File: config.mk
export PLATFORM = sky130hd
export DESIGN_NAME = luhn_check_gen
export DESIGN_NICKNAME = d
export VERILOG_FILES = /design/src/rtl/luhn_check_gen.sv
export SDC_FILE = /design/constraint.sdc
export NUM_CORES = 1
export LEC_CHECK = 0
export ABC_AREA = 1
export CAP_MARGIN = 20
export CORE_MARGIN = 2
export CORE_UTILIZATION = 45
export DETAILED_ROUTE_END_ITERATION = 12
export PLACE_DENSITY = 0.77
export SYNTH_ARGS = -nofsm -noshare
export SYNTH_HDL_FRONTEND = slang
export SYNTH_SLANG_ARGS = --single-unit
File: constraint.sdc
create_clock -name i_clk -period 3.41 [get_ports i_clk]
set_input_delay 0.682 -clock i_clk [delete_from_list [all_inputs] [get_ports i_clk]]
set_output_delay 0.682 -clock i_clk [all_outputs]
set_load 0.01 [all_outputs]
File: src/rtl/luhn_check_gen.sv
// Serial Luhn check-digit generator: collects PAN_DIGITS-1 payload BCD digits
// over valid/ready and presents the complete PAN (payload + check digit).
module luhn_check_gen #(
  parameter int PAN_DIGITS = 16
) (
  input  logic        i_clk,
  input  logic        i_rst,
  input  logic        i_start,
  input  logic        i_abort,
  input  logic [3:0]  i_digit_in,
  input  logic        i_digit_valid,
  output logic        o_digit_ready,
  output logic [75:0] o_pan_bcd,
  output logic        o_pan_ready,
  input  logic        i_pan_ack,
  output logic [3:0]  o_check_digit,
  output logic        o_busy,
  output logic        o_bcd_err
);

  localparam logic [4:0] LAST_IDX = 5'(PAN_DIGITS - 2);
  localparam int         CHK_LSB  = 4 * (PAN_DIGITS - 1);
  localparam logic       DBL_PAR  = 1'((PAN_DIGITS - 1) % 2);

  typedef enum logic [1:0] {S_IDLE, S_COLLECT, S_CALC, S_OUT} state_t;

  state_t      r_state;
  state_t      w_state_nxt;
  logic [75:0] r_pan_bcd;
  logic [75:0] w_pan_nxt;
  logic [3:0]  r_acc;
  logic [3:0]  w_acc_nxt;
  logic [4:0]  r_cnt;
  logic [4:0]  w_cnt_nxt;
  logic [3:0]  r_check;
  logic [3:0]  w_check_nxt;
  logic        r_pan_ready;
  logic        w_pan_ready_nxt;
  logic        r_bcd_err;
  logic        w_bcd_err_nxt;

  logic        w_dbl;
  logic [4:0]  w_two;
  logic [4:0]  w_term;
  logic [4:0]  w_sum;
  logic [4:0]  w_sum_m10;
  logic [3:0]  w_acc_add;
  logic [3:0]  w_check_calc;

  // Digit weight alternates from the right-hand end of the payload, so the
  // doubling phase depends on both the PAN length and the digit position.
  assign w_dbl        = DBL_PAR ^ r_cnt[0];
  assign w_two        = {i_digit_in, 1'b0};
  assign w_term       = w_dbl ? ((i_digit_in <= 4'd4) ? w_two : (w_two - 5'd9))
                              : {1'b0, i_digit_in};
  assign w_sum        = {1'b0, r_acc} + w_term;
  assign w_sum_m10    = w_sum - 5'd10;
  assign w_acc_add    = (w_sum >= 5'd10) ? w_sum_m10[3:0] : w_sum[3:0];
  assign w_check_calc = (r_acc == 4'd0) ? 4'd0 : (4'd10 - r_acc);

  assign o_digit_ready = (r_state == S_COLLECT);
  assign o_busy        = (r_state != S_IDLE);
  assign o_pan_bcd     = r_pan_bcd;
  assign o_pan_ready   = r_pan_ready;
  assign o_check_digit = r_check;
  assign o_bcd_err     = r_bcd_err;

  // Next-state and datapath update; abort overrides every state.
  always_comb begin
    w_state_nxt     = r_state;
    w_pan_nxt       = r_pan_bcd;
    w_acc_nxt       = r_acc;
    w_cnt_nxt       = r_cnt;
    w_check_nxt     = r_check;
    w_pan_ready_nxt = r_pan_ready;
    w_bcd_err_nxt   = r_bcd_err;
    if (i_abort) begin
      w_state_nxt     = S_IDLE;
      w_pan_nxt       = 76'd0;
      w_pan_ready_nxt = 1'b0;
    end else begin
      case (r_state)
        S_IDLE: begin
          if (i_start) begin
            w_state_nxt   = S_COLLECT;
            w_pan_nxt     = 76'd0;
            w_acc_nxt     = 4'd0;
            w_cnt_nxt     = 5'd0;
            w_check_nxt   = 4'd0;
            w_bcd_err_nxt = 1'b0;
          end else begin
            w_state_nxt = S_IDLE;
          end
        end
        S_COLLECT: begin
          if (i_digit_valid) begin
            if (i_digit_in > 4'd9) begin
              w_state_nxt   = S_IDLE;
              w_pan_nxt     = 76'd0;
              w_bcd_err_nxt = 1'b1;
            end else begin
              w_pan_nxt[{r_cnt, 2'b00} +: 4] = i_digit_in;
              w_acc_nxt = w_acc_add;
              w_cnt_nxt = r_cnt + 5'd1;
              if (r_cnt == LAST_IDX) begin
                w_state_nxt = S_CALC;
              end else begin
                w_state_nxt = S_COLLECT;
              end
            end
          end else begin
            w_state_nxt = S_COLLECT;
          end
        end
        S_CALC: begin
          w_pan_nxt[CHK_LSB +: 4] = w_check_calc;
          w_check_nxt     = w_check_calc;
          w_pan_ready_nxt = 1'b1;
          w_state_nxt     = S_OUT;
        end
        S_OUT: begin
          if (i_pan_ack) begin
            w_pan_ready_nxt = 1'b0;
            w_state_nxt     = S_IDLE;
          end else begin
            w_state_nxt = S_OUT;
          end
        end
        default: begin
          w_state_nxt     = S_IDLE;
          w_pan_ready_nxt = 1'b0;
        end
      endcase
    end
  end

  // State register.
  always_ff @(posedge i_clk or posedge i_rst) begin
    if (i_rst) begin
      r_state <= S_IDLE;
    end else begin
      r_state <= w_state_nxt;
    end
  end

  // Datapath and output registers.
  always_ff @(posedge i_clk or posedge i_rst) begin
    if (i_rst) begin
      r_pan_bcd   <= 76'd0;
      r_acc       <= 4'd0;
      r_cnt       <= 5'd0;
      r_check     <= 4'd0;
      r_pan_ready <= 1'b0;
      r_bcd_err   <= 1'b0;
    end else begin
      r_pan_bcd   <= w_pan_nxt;
      r_acc       <= w_acc_nxt;
      r_cnt       <= w_cnt_nxt;
      r_check     <= w_check_nxt;
      r_pan_ready <= w_pan_ready_nxt;
      r_bcd_err   <= w_bcd_err_nxt;
    end
  end

endmodule

# ---- After elaboration in Yosys (flattened, before gate mapping)
# Cells that the tools add are included.
dict set report totals {
  reg_bits 93
  latch_bits 0
  ramBits 0
  romBits 0
  in_bits 10
  word_cells 80
  memories 0
}
dict set report classes {
  addsub 6
  multipliers 0
  div 0
  magnitude_cmp 3
  eq_ne 11
  n_shift 2
  muxes 35
  n_bitwise 1
  reduce_logical 14
}
# cell n
set op_table {}
lappend op_table {{76-bit two-way mux} 4}
lappend op_table {{60-bit one-hot mux with 2 select lines} 1}
lappend op_table {{76-bit bitwise mux} 1}
lappend op_table {{4-bit by 9-bit variable shift with 76-bit output (first input constant)} 1}
lappend op_table {{4-bit by 9-bit indexed part select with 76-bit output} 1}
lappend op_table {{5-bit two-way mux} 5}
lappend op_table {{12-bit one-hot mux with 2 select lines} 1}
lappend op_table {{4-bit two-way mux} 5}
lappend op_table {{4-bit one-hot mux with 2 select lines} 2}
lappend op_table {{4-bit one-hot mux with 3 select lines} 1}
lappend op_table {{2-bit two-way mux} 5}
lappend op_table {{5-bit one-hot mux with 2 select lines} 1}
lappend op_table {{5-bit AND reduction} 2}
lappend op_table {{3-bit != test (second input constant)} 3}
lappend op_table {{7-bit negation with 9-bit output} 1}
lappend op_table {{3-bit AND reduction} 3}
lappend op_table {{2-bit one-hot mux with 4 select lines} 1}
lappend op_table {{1-bit two-way mux} 6}
lappend op_table {{2-bit != test (second input constant)} 3}
lappend op_table {{2-bit nonzero test} 3}
lappend op_table {{3-bit nonzero test} 2}
lappend op_table {{4-bit by 5-bit adder with 5-bit output} 1}
lappend op_table {{5-bit by 1-bit adder with 5-bit output (second input constant)} 1}
lappend op_table {{5-bit by 4-bit == test with 1-bit output (second input constant)} 1}
lappend op_table {{15 further kinds} 17}

# ---- Logic depth before layout (Yosys ltp)
# Gate-level depths: netlist of the first run.
dict set report logic_depth {
  ltp_word 9
  mapped_depth 19
}

# ---- Worst setup path after synthesis of the first run
# Ideal clock, no wire load.
dict set report synth_timing {
  kind {in2reg}
  startpoint {input i_digit_in[0]}
  endpoint {register r_acc[2]}
  setup_ns 0.117
  arrival_time_ns 3.014
  setup_slack_ns 0.279
  stages 16
  path_buffers 1
  path_cell_list {clkbuf_1 -> inv_1 -> ha_1 -> inv_1 -> nand2_1 -> nand2_1 -> xor2_1 -> o21ai_0 -> fa_1 -> xnor2_1 -> ha_1 -> nand2_1 -> nand3_1 -> nand3_1 -> nand3_1 -> nand2_1}
}
dict set report synth_via {
  elab_chain_cells 9
}
# item line_no
set synth_rtl {}
lappend synth_rtl {{start: declaration} 10} ;# input logic [3:0] i_digit_in,
lappend synth_rtl {{5-bit by 4-bit subtractor with 5-bit output / 4-bit by 3-bit <= comparator with 1-bit output (equally long branches)} 54} ;# assign w_term = w_dbl ? ((i_digit_in <= 4'd4) ? w_two : (w_two - 5'd9))
lappend synth_rtl {{5-bit two-way mux (2 in a row)} 54}
lappend synth_rtl {{4-bit by 5-bit adder with 5-bit output} 56} ;# assign w_sum = {1'b0, r_acc} + w_term;
lappend synth_rtl {{4-bit subtractor / 5-bit by 4-bit >= comparator with 1-bit output (equally long branches)} {57, 58}}
lappend synth_rtl {{4-bit two-way mux} 58} ;# assign w_acc_add = (w_sum >= 5'd10) ? w_sum_m10[3:0] : w_sum[3:0];
lappend synth_rtl {{4-bit two-way mux} 97} ;# if (i_digit_in > 4'd9) begin
lappend synth_rtl {{4-bit two-way mux} 96} ;# if (i_digit_valid) begin
lappend synth_rtl {{4-bit one-hot mux with 2 select lines} 82} ;# case (r_state)
lappend synth_rtl {{end signal: assignment} 157} ;# r_acc <= w_acc_nxt;
lappend synth_rtl {{end: declaration} 31} ;# logic [3:0] r_acc;
# Several ways; a longest one is shown, not always the timed one. The select of a mux whose other input is x is not followed.
# A chain may end at the register's enable or synchronous reset.

# ---- Worst setup path in the final report of the first run
dict set report layout_timing {
  startpoint {input i_digit_in[1]}
  endpoint {register r_acc[1]}
}
dict set report layout_via {
  elab_chain_cells 9
}
# item line_no
set layout_rtl {}
lappend layout_rtl {{5-bit by 4-bit subtractor with 5-bit output / 4-bit by 3-bit <= comparator with 1-bit output (equally long branches)} 54}
lappend layout_rtl {{5-bit two-way mux (2 in a row)} 54}
lappend layout_rtl {{4-bit by 5-bit adder with 5-bit output} 56}
lappend layout_rtl {{5-bit by 4-bit >= comparator with 1-bit output / 4-bit subtractor (equally long branches)} {58, 57}}
lappend layout_rtl {{4-bit two-way mux} 58}
lappend layout_rtl {{4-bit two-way mux} 97}
lappend layout_rtl {{4-bit two-way mux} 96}
lappend layout_rtl {{4-bit one-hot mux with 2 select lines} 82}
# Several ways; a longest one is shown, not always the timed one. The select of a mux whose other input is x is not followed.

==> results of run 1 <==
-- cell type report --
type / instances / share of cell area (%)
tap: 143 / 2.653
clock buffer: 11 / 3.450
inverter: 56 / 3.209
sequential: 93 / 34.50
multi-input combinational: 524 / 40.23
clock inverter: 5 / 0.5565
timing repair buffer: 104 / 15.40
-- worst max-delay path, cell delays in order --
cell and delay [ps]:
clkdlybuf4s50_1 470, inv_1 70, ha_1 180, inv_1 70
nand2_1 70, nand2_1 130, xor2_1 180, o21ai_0 160
fa_1 520, xnor2_2 190, ha_1 240, nand2_1 80
nand3_1 110, nand2_1 120, nand2_1 50, nand3_1 70
nand2_1 50
-- worst paths after layout --
| check | from | to | slack [ps] | depth (start not counted) |
|---|---|---|---|---|
| worst max-delay path | i_digit_in[1] | r_acc[1] | 220 | 17 |
| worst min-delay path | o_pan_bcd[57] | o_pan_bcd[57] | 480 | 2 |
| worst max register to register | r_cnt[0] | r_acc[1] | 580 | 13 |
| worst min register to register | o_pan_bcd[57] | o_pan_bcd[57] | 480 | 2 |
| max in group asynchronous | i_rst | o_pan_bcd[1] | 2270 | 3 |
| min in group asynchronous | i_rst | o_pan_bcd[15] | 760 | 3 |
-- kinds of logic after synthesis --
| kind of cell | after synthesis | share of synthesized area, % |
|---|---|---|
| xor+xnor | 6 | 0.9822 |
| buf+inv | 73 | 5.916 |
| simple gates | 432 | 37.79 |
| flops | 93 | 43.50 |
| fa+ha+maj | 22 | 5.285 |
| compound gates | 64 | 6.525 |
-- per-stage QoR --
| step | instances | worst slack [ps] | power, uW | util [%] | TNS (ps) |
|---|---|---|---|---|---|
| 2_1_floorplan | 690 | 279.0 | 2182 | - | 0 |
| 3_3_place_gp | 920 | 20.20 | 2442 | 56.16 | 0 |
| 3_5_place_dp | 920 | -182.6 | 2490 | 56.16 | -367.8 |
| 4_1_cts | 936 | 163.8 | 3417 | 58.51 | 0 |
| 5_1_grt | 936 | -0.2038 | 3653 | 58.57 | -0.2038 |
| 6_report | 936 | 223.5 | 3428 | 58.57 | 0 |
-- cells in the mapped netlist, types with 5 or more instances --
| cell type | count | share of area (%) |
|---|---|---|
| nand2_1 | 217 | 15 |
| dfrtp_1 | 93 | 43 |
| nand3_1 | 92 | 8.6 |
| nor2_1 | 57 | 4.0 |
| inv_1 | 48 | 3.4 |
| o21ai_1 | 24 | 2.2 |
| ha_1 | 21 | 4.9 |
| o21ai_0 | 21 | 2.0 |
| nand4_1 | 12 | 1.4 |
| a21oi_1 | 9 | 0.84 |
| buf_2 | 9 | 0.84 |
| nand2_2 | 9 | 1.1 |
| nor2_4 | 9 | 1.9 |
| nor2_2 | 8 | 0.94 |
| nor3_1 | 8 | 0.75 |
| inv_2 | 6 | 0.42 |
| o31ai_1 | 6 | 0.84 |
| nand3b_1 | 5 | 0.70 |
| xor2_1 | 5 | 0.82 |
-- power by group --
group | internal, uW | switching [uW] | total (uW)
Clock | 495 | 430 | 926
Sequential | 1140 | 83.2 | 1220
Combinational | 381 | 898 | 1280
-- registers in the layout, indices dropped and copies added, names as in the netlist --
register and cells:
o_pan_ready 1, o_bcd_err 1, o_pan_bcd 76, o_check_digit 4
r_cnt 5, r_state 2, r_acc 4
-- routing by layer --
metal	vias up	wire, um	track usage (%)
li1	2459	-	-
met1	2361	6498	32.03
met2	164	6645	36.65
met3	16	841	4.124
met4	0	215	7.805
met5	-	0	0
-- placed cells by master, fill, tap and decap left out, types with 2 or more instances in the layout --
cell type,n
inv_4,2
dfrtp_1,93
clkbuf_1,2
nor3_1,8
buf_12,2
nor2_2,8
buf_4,9
nand2_2,9
nand2_4,3
nor2_1,57
clkbuf_16,9
a21oi_1,9
nand3_1,92
o31ai_1,6
o21ai_0,21
clkinv_4,2
nand2_1,217
ha_1,21
xor2_1,5
nor3_2,3
nand4_1,12
nand3_4,2
o21ai_2,2
clkinv_2,2
clkdlybuf4s50_1,93
nor2_4,9
clkinvlp_4,2
nand3_2,3
o21ai_1,24
nand3b_1,5
inv_1,47
inv_2,6
==> metrics.txt, run 1 <==
post-route cell area 6745 um^2; top_reg_cell synth dfrtp_1; total clock sinks 93; Core Region 11,520 um^2; Final Slew Violations 0; effective utilization at floorplan 46.46%; number of CTS-inserted buffers 9; Final Hold Fails 0; Die X 113.0 um; clock-pin slew on the worst setup and hold paths 60 ps; DRT iter0 DRCs 452; worst setup path category input port to flip-flop; minimum clock period after layout 3186 ps; CTS Root Cell clkbuf_16; CP startpoint kind input port; f_max 0.3138 GHz; H-Tree Depth 3; worst skew pair latency 350 ps; post-route ant nets 0; Critical Path RT 3660 ps; share of synthesized flip-flops with an asynchronous set or reset 100.0%; setup bufs post-CTS 0; Post-Syn Area 5350 um^2; FF+latch count, synth 93; Die Y 113.0 um; routed wire length 14,200 um; period utilisation layout 93.44%; sequential fraction of the synthesis area 43.50%; number of synthesized flops with an enable pin 0; worst hold path type flip-flop to flip-flop; Yosys cell types 36; DR WL/cell 15.17 um; YS warnings 0; TritonCTS clock tree done; die area 12,780 um^2; Overall Global Routing Usage 23.05%; NumNets Final 820; average vias per placed instance 5.342; Slew headroom 58.05%; Hold Buf Count CTS 0; area delta synth->final 26.08%; first-pass GRT wire length 23,640 um; Max Root-Sink Buffers 2; area used by multi-input combinational logic 2714 um^2; post-synth net total 722; post-CTS resize count 0; # rows 39; Max Cap Viol 0; quantity of I/O buffers inserted on ports 93; diodes inserted 0; initial antenna violation count 0; DRC 6; clk_skew 6.612 ps; setup violators final 0; failing checks design-rule violations; post-placement cell area 6467 um^2; Avg Inst Size Synth 7.754 um^2; TritonRoute pass-1 iters 9; Pleak 0.003160 uW; gpl congestion 0.9010; share of layout cells above drive strength 1 9.710%; WHS 476.3 ps; grt ovf 0; CP arrival 3430 ps; largest net degree at the start of global routing 94; vias in the first global route 4,841; filler cell count 1,088; CP Capture Type flip-flop; cells after synthesis 690; Power Dens Cells 508.3 nW/um^2; Max FO, Critical Path 4; I/O pin cnt 94; post-DP HPWL 10,750 um; Tightest Pin Transition 629.2 ps; Max VDD drop 0.3214 mV; status complete, but fails checks; FF+latch area 2327 um^2; vias 5,000
Note: power is estimated with default switching activity, not from simulation.
==> run 2, diff against run 1 <==
--- a/config.mk
+++ b/config.mk
@@ -7,10 +7,12 @@
 export LEC_CHECK = 0
 export ABC_AREA = 1
 export CAP_MARGIN = 20
+export CELL_PAD_IN_SITES_DETAIL_PLACEMENT = 1
+export CELL_PAD_IN_SITES_GLOBAL_PLACEMENT = 1
 export CORE_MARGIN = 2
-export CORE_UTILIZATION = 45
+export CORE_UTILIZATION = 39
 export DETAILED_ROUTE_END_ITERATION = 12
-export PLACE_DENSITY = 0.77
+export PLACE_DENSITY = 0.88
 export SYNTH_ARGS = -nofsm -noshare
 export SYNTH_HDL_FRONTEND = slang
 export SYNTH_SLANG_ARGS = --single-unit
==> metrics.txt, run 2 (synthesis gave the netlist of run 1 again) <==
worst skew pair latency 350 ps (about the same); number of CTS-inserted buffers 9 (unchanged); slowest stage cell, crit path fa_2; Max FO, Critical Path 3 (-1); diodes inserted 0 (unchanged); H-Tree Depth 3 (unchanged); initial antenna violation count 0 (unchanged); max reg flops 76 (unchanged); worst hold path type flip-flop to flip-flop; Die X 121.1 um (+7.2%); CP arrival 3400 ps (-30 ps); vias in the first global route 5,529 (+14%); effective utilization at floorplan 40.24% (-6.2 points); Place WS -185.6 ps (-2.970 ps); Final Slew Violations 0 (unchanged); NumNets Final 831 (+1.3%); Crit path top cell by count nand2_1; WHS 472.2 ps (-4.070 ps); DR WL/cell 17.83 um (+18%); Tightest Pin Transition 657.2 ps (+28.00 ps); Max Root-Sink Buffers 2 (unchanged); post-route ant nets 0 (unchanged); setup violators final 0 (unchanged); Power Dens Cells 517.5 nW/um^2 (+1.8%); Critical Path, Cell by Cell clkdlybuf4s50_1 -> inv_1 -> ha_1 -> inv_1 -> nand2_1 -> nand2_1 -> buf_4 -> nand2_1 -> nand2_1 -> ha_1 -> fa_2 -> inv_1 -> ha_1 -> nand2_1 -> nand3_1 -> nand2_1 -> nand2_1 -> nand3_1 -> nand2_1; CTS Root Cell clkbuf_16; post-DP HPWL 13,620 um (+27%); I/O pin cnt 94 (unchanged); Worst path top cell family by delay adder cells; grt ovf 0 (unchanged); FF+latch area 2327 um^2 (unchanged); Die Y 121.1 um (+7.2%); TritonCTS clock tree done; Pleak 0.003209 uW (+1.6%); largest net degree at the start of global routing 52 (-45%); CP Capture Type flip-flop; Core Region 13,300 um^2 (+15%); clk_skew 5.948 ps (-0.6642 ps); CP startpoint kind input port; Non-Filler Instances 980 (+4.7%); worst setup path category input port to flip-flop; RSZ-0062 raised after global routing false; first-pass GRT wire length 28,610 um (+21%); commonest non-fill, non-tap cells in the layout nand2_1 (217), clkdlybuf4s50_1 (93), dfrtp_1 (93); # rows 42 (+7.7%); period utilisation layout 92.39% (-1.1 points); share of layout cells above drive strength 1 11.07% (+1.4 points); total clock sinks 93 (unchanged); setup bufs post-CTS 0 (unchanged); Slew headroom 56.19% (-1.9 points); routed wire length 17,480 um (+23%); gpl congestion 0.8764 (-2.7%); TritonRoute pass-1 iters 4 (-5); quantity of I/O buffers inserted on ports 93 (unchanged); commonest non-fill, non-tap cell in the layout nand2_1; area used by multi-input combinational logic 2709 um^2 (-0.18%); setup ws final 259.4 ps (+35.88 ps); status completed; f_max 0.3174 GHz (+1.1%); DRC 0 (-6); die area 14,670 um^2 (+15%); minimum clock period after layout 3151 ps (-35.88 ps); DRT iter0 DRCs 359 (-21%); Max VDD drop 0.2858 mV (-11%); slowest stage delay, CP 540 ps (+20 ps); DP Cell Count 964 (+4.8%); average vias per placed instance 5.354 (+0.23%); area delta synth->final 27.97%; filler cell count 1,662 (+53%); Final Hold Fails 0 (unchanged); clock-pin slew on the worst setup and hold paths 70 ps (about the same); vias 5,247 (+4.9%); Max Cap Viol 0 (unchanged); Overall Global Routing Usage 25.04% (+2.0 points); Critical Path RT 3660 ps (about the same); worst path bufs/invs 5 (+2)
==> run 2: cell count changes in the layout (fill, tap and decap cells not counted), moves of 2 or more <==
cell / previous run / this run
o21ai_0: 21 / 19
buf_4: 9 / 22
buf_12: 2 / 0
o21ai_1: 24 / 26
==> run 2: path summary, 6_finish.rpt <==
check	cells after the start	endpoint	startpoint	slack (ps)
setup / recovery	19	r_acc[1]	i_digit_in[1]	260
hold / removal	2	o_pan_bcd[15]	o_pan_bcd[15]	470
setup reg to reg	8	o_pan_bcd[73]	r_cnt[0]	600
hold reg to reg	2	o_pan_bcd[15]	o_pan_bcd[15]	470
max in group asynchronous	3	o_pan_bcd[26]	i_rst	2110
min in group asynchronous	3	o_pan_bcd[11]	i_rst	810
==> run 2: tightest hold or removal path, delay by kind of cell, from the launching register on <==
kind          cells  cell delay, ps
simple gates      2              90
flops             1             340
==> run 2: cell type report <==
cell class / count / area share (%)
Clock buffer: 11 / 3.545
Clock inverter: 5 / 0.5117
Inverter: 56 / 3.162
Multi-Input combinational cell: 524 / 39.57
Sequential cell: 93 / 33.99
Tap cell: 176 / 3.216
Timing Repair Buffer: 115 / 16.01
==> run 2: timing repair <==
item | 4_1_cts | 5_1_grt
endpoints found under the setup margin | 0 | 2
resized for setup | 0 | 3
hold buffers | 0 | 0
==> run 2: layer usage <==
| metal | share of wire (%) | track usage, % | vias to the layer above |
|---|---|---|---|
| met4 | 2.6 | 9.811 | 0 |
| met1 | 42 | 30.86 | 2595 |
| li1 | - | - | 2475 |
| met2 | 51 | 44.21 | 143 |
| met5 | 0 | 0 | - |
| met3 | 4.1 | 3.336 | 34 |
==> run 2: power by group <==
group	leakage (uW)	internal, uW	total (uW)	switching (uW)
registers	0.00129	1140	1220	84.7
clock network	0.000136	516	966	449
logic	0.00178	402	1350	951
==> run 2: metrics by stage <==
stage	cell area, um^2	TNS (ps)	utilization, %	power (uW)
6_report	6847	0	51.50	3543
5_1_grt	6847	0	51.50	3778
4_1_cts	6844	0	51.48	3559
3_5_place_dp	6566	-447.7	49.39	2586
3_3_place_gp	6566	-76.60	49.39	2538
2_1_floorplan	5350	0	-	2182
==> run 3, diff against run 2 <==
==> constraint.sdc (replaced) <==
create_clock -name i_clk -period 3.41 [get_ports i_clk]
set_input_delay 0.682 -clock i_clk [delete_from_list [all_inputs] [get_ports i_clk]]
set_output_delay 0.682 -clock i_clk [all_outputs]
set_load 0.1 [all_outputs]
==> metrics.txt, run 3 (synthesis gave the netlist of run 1 again) <==
worst hold path type flip-flop to flip-flop; Max FO, Critical Path 3 (unchanged); gpl congestion 0.8762 (about the same); vias in the first global route 5,471 (-1.0%); reg-to-reg slack, setup 520 ps (-80 ps); period utilisation layout 92.11% (-0.29 points); commonest non-fill, non-tap cells in the layout nand2_1 (217), buf_4 (100), dfrtp_1 (93); # rows 42 (unchanged); worst setup path category input port to flip-flop; first-pass GRT wire length 28,540 um (-0.24%); Final Hold Fails 0 (unchanged); post-route ant nets 0 (unchanged); Die X 121.1 um (unchanged); NumNets Final 829 (-0.24%); TritonCTS clock tree done; CP startpoint kind input port; Max Root-Sink Buffers 2 (unchanged); Die Y 121.1 um (unchanged); Hold Buf Count CTS 0 (unchanged); quantity of I/O buffers inserted on ports 93 (unchanged); DRT iter0 DRCs 263 (-27%); f_max 0.3184 GHz (+0.31%); diodes inserted 0 (unchanged); average vias per placed instance 5.376 (+0.41%); Overall Global Routing Usage 25.14% (+0.093 points); routed wire length 17,660 um (+1.0%); effective utilization at floorplan 40.24% (unchanged); Slew headroom 34.97% (-21 points); clk_skew 5.735 ps (-0.2128 ps); setup bufs post-CTS 0 (unchanged); Final Slew Violations 0 (unchanged); minimum clock period after layout 3141 ps (-9.758 ps); setup violators final 0 (unchanged); share of layout cells above drive strength 1 20.88% (+9.8 points); DRC 0 (unchanged); GRT Max-Usage Layer met2; Max VDD drop 0.2613 mV (-8.6%); RSZ-0062 raised after global routing false; Pleak 0.003387 uW (+5.6%); CP Capture Type flip-flop; grt ovf 0 (unchanged); die area 14,670 um^2 (unchanged); TritonRoute pass-1 iters 5 (+1); CTS Root Cell clkbuf_16; largest net degree at the start of global routing 55 (+5.8%); CP arrival 3390 ps (about the same); vias 5,247 (unchanged); setup TNS 0 ps (unchanged); post-DP HPWL 13,380 um (-1.8%); met3 Track Usage GR 3.618% (+0.28 points); clock-pin slew on the worst setup and hold paths 60 ps (about the same); number of CTS-inserted buffers 9 (unchanged); max reg flops 76 (unchanged); Critical Path RT 3660 ps (about the same); initial antenna violation count 0 (unchanged); status completed; total clock sinks 93 (unchanged); GR Util met1 31.38% (+0.52 points); DR WL/cell 18.09 um (+1.4%); worst skew pair latency 360 ps (about the same); Place WS -127.2 ps (+58.42 ps); GR Util met2 43.57% (-0.63 points); Core Region 13,300 um^2 (unchanged); Tightest Pin Transition 972.4 ps (+315.2 ps); area delta synth->final 24.67%; Power Dens Cells 562.6 nW/um^2 (+8.7%); I/O pin cnt 94 (unchanged); H-Tree Depth 3 (unchanged); post-CTS resize count 0 (unchanged); setup ws final 269.2 ps (+9.758 ps); Max Cap Viol 0 (unchanged); commonest non-fill, non-tap cell in the layout nand2_1
-- run 3: cell count changes in the layout (fill, tap and decap cells not counted), moves of 2 or more --
cell / before / now
clkdlybuf4s50_1: 93 / 11
buf_4: 22 / 100
bufinv_16: 0 / 2
clkbuf_1: 1 / 3
clkinv_2: 3 / 1
inv_1: 47 / 45
inv_2: 6 / 8
-- run 3: path summary, 6_finish.rpt --
check,startpoint,to,depth (start not counted)
worst max-delay path,i_digit_in[0],r_acc[2],19
worst min-delay path,o_pan_bcd[22],o_pan_bcd[22],2
worst max register to register,r_cnt[0],o_pan_bcd[72],8
worst min register to register,o_pan_bcd[22],o_pan_bcd[22],2
max in group asynchronous,i_rst,o_pan_bcd[63],3
min in group asynchronous,i_rst,o_pan_bcd[11],2
-- run 3: per-layer routing --
| layer | part of all wire (%) | vias to the layer above |
|---|---|---|
| met2 | 51 | 135 |
| met1 | 42 | 2618 |
| met4 | 2.6 | 0 |
| met5 | 0 | - |
| li1 | - | 2461 |
| met3 | 3.9 | 33 |
-- run 3: per-stage QoR --
stage                     instances  area [um^2]  utilization, %  total power [uW]  hold slack [ps]
after global routing            976         6670           50.17              3973            515.7
after floorplan                 690         5350               -              2277            530.1
final                           976         6670           50.17              3753            481.0
after detailed placement        962         6361           47.84              2686            470.4
after CTS                       976         6658           50.08              3744            489.4
after global placement          962         6361           47.84              2643            457.1
-- run 3: area by class of cell --
cell class | count | area [um^2]
repair buffers | 113 | 893.4
flip-flops and latches | 93 | 2327
clock buffers | 12 | 236.5
fillers | 1642 | 6625
clock inverters | 2 | 60.06
multi-input cells | 524 | 2716
inverters | 56 | 216.5
well taps | 176 | 220.2
-- run 3: worst max-delay path, stage by stage --
cell             delay, ps
clkdlybuf4s50_1        460
inv_2                   80
ha_1                   140
inv_1                   50
nand2_1                 80
nand2_1                100
buf_4                  150
nand2_1                 60
nand2_1                 80
ha_1                   220
fa_2                   540
inv_1                   70
ha_1                   210
nand2_1                 70
nand3_1                110
nand2_1                110
nand2_1                 50
nand3_1                 60
nand2_1                 50
-- run 3: power breakdown --
| group | internal, uW | switching (uW) | leakage (uW) |
|---|---|---|---|
| logic | 418 | 1050 | 0.00195 |
| clock network | 635 | 421 | 0.000143 |
| registers | 1140 | 85.7 | 0.00129 |
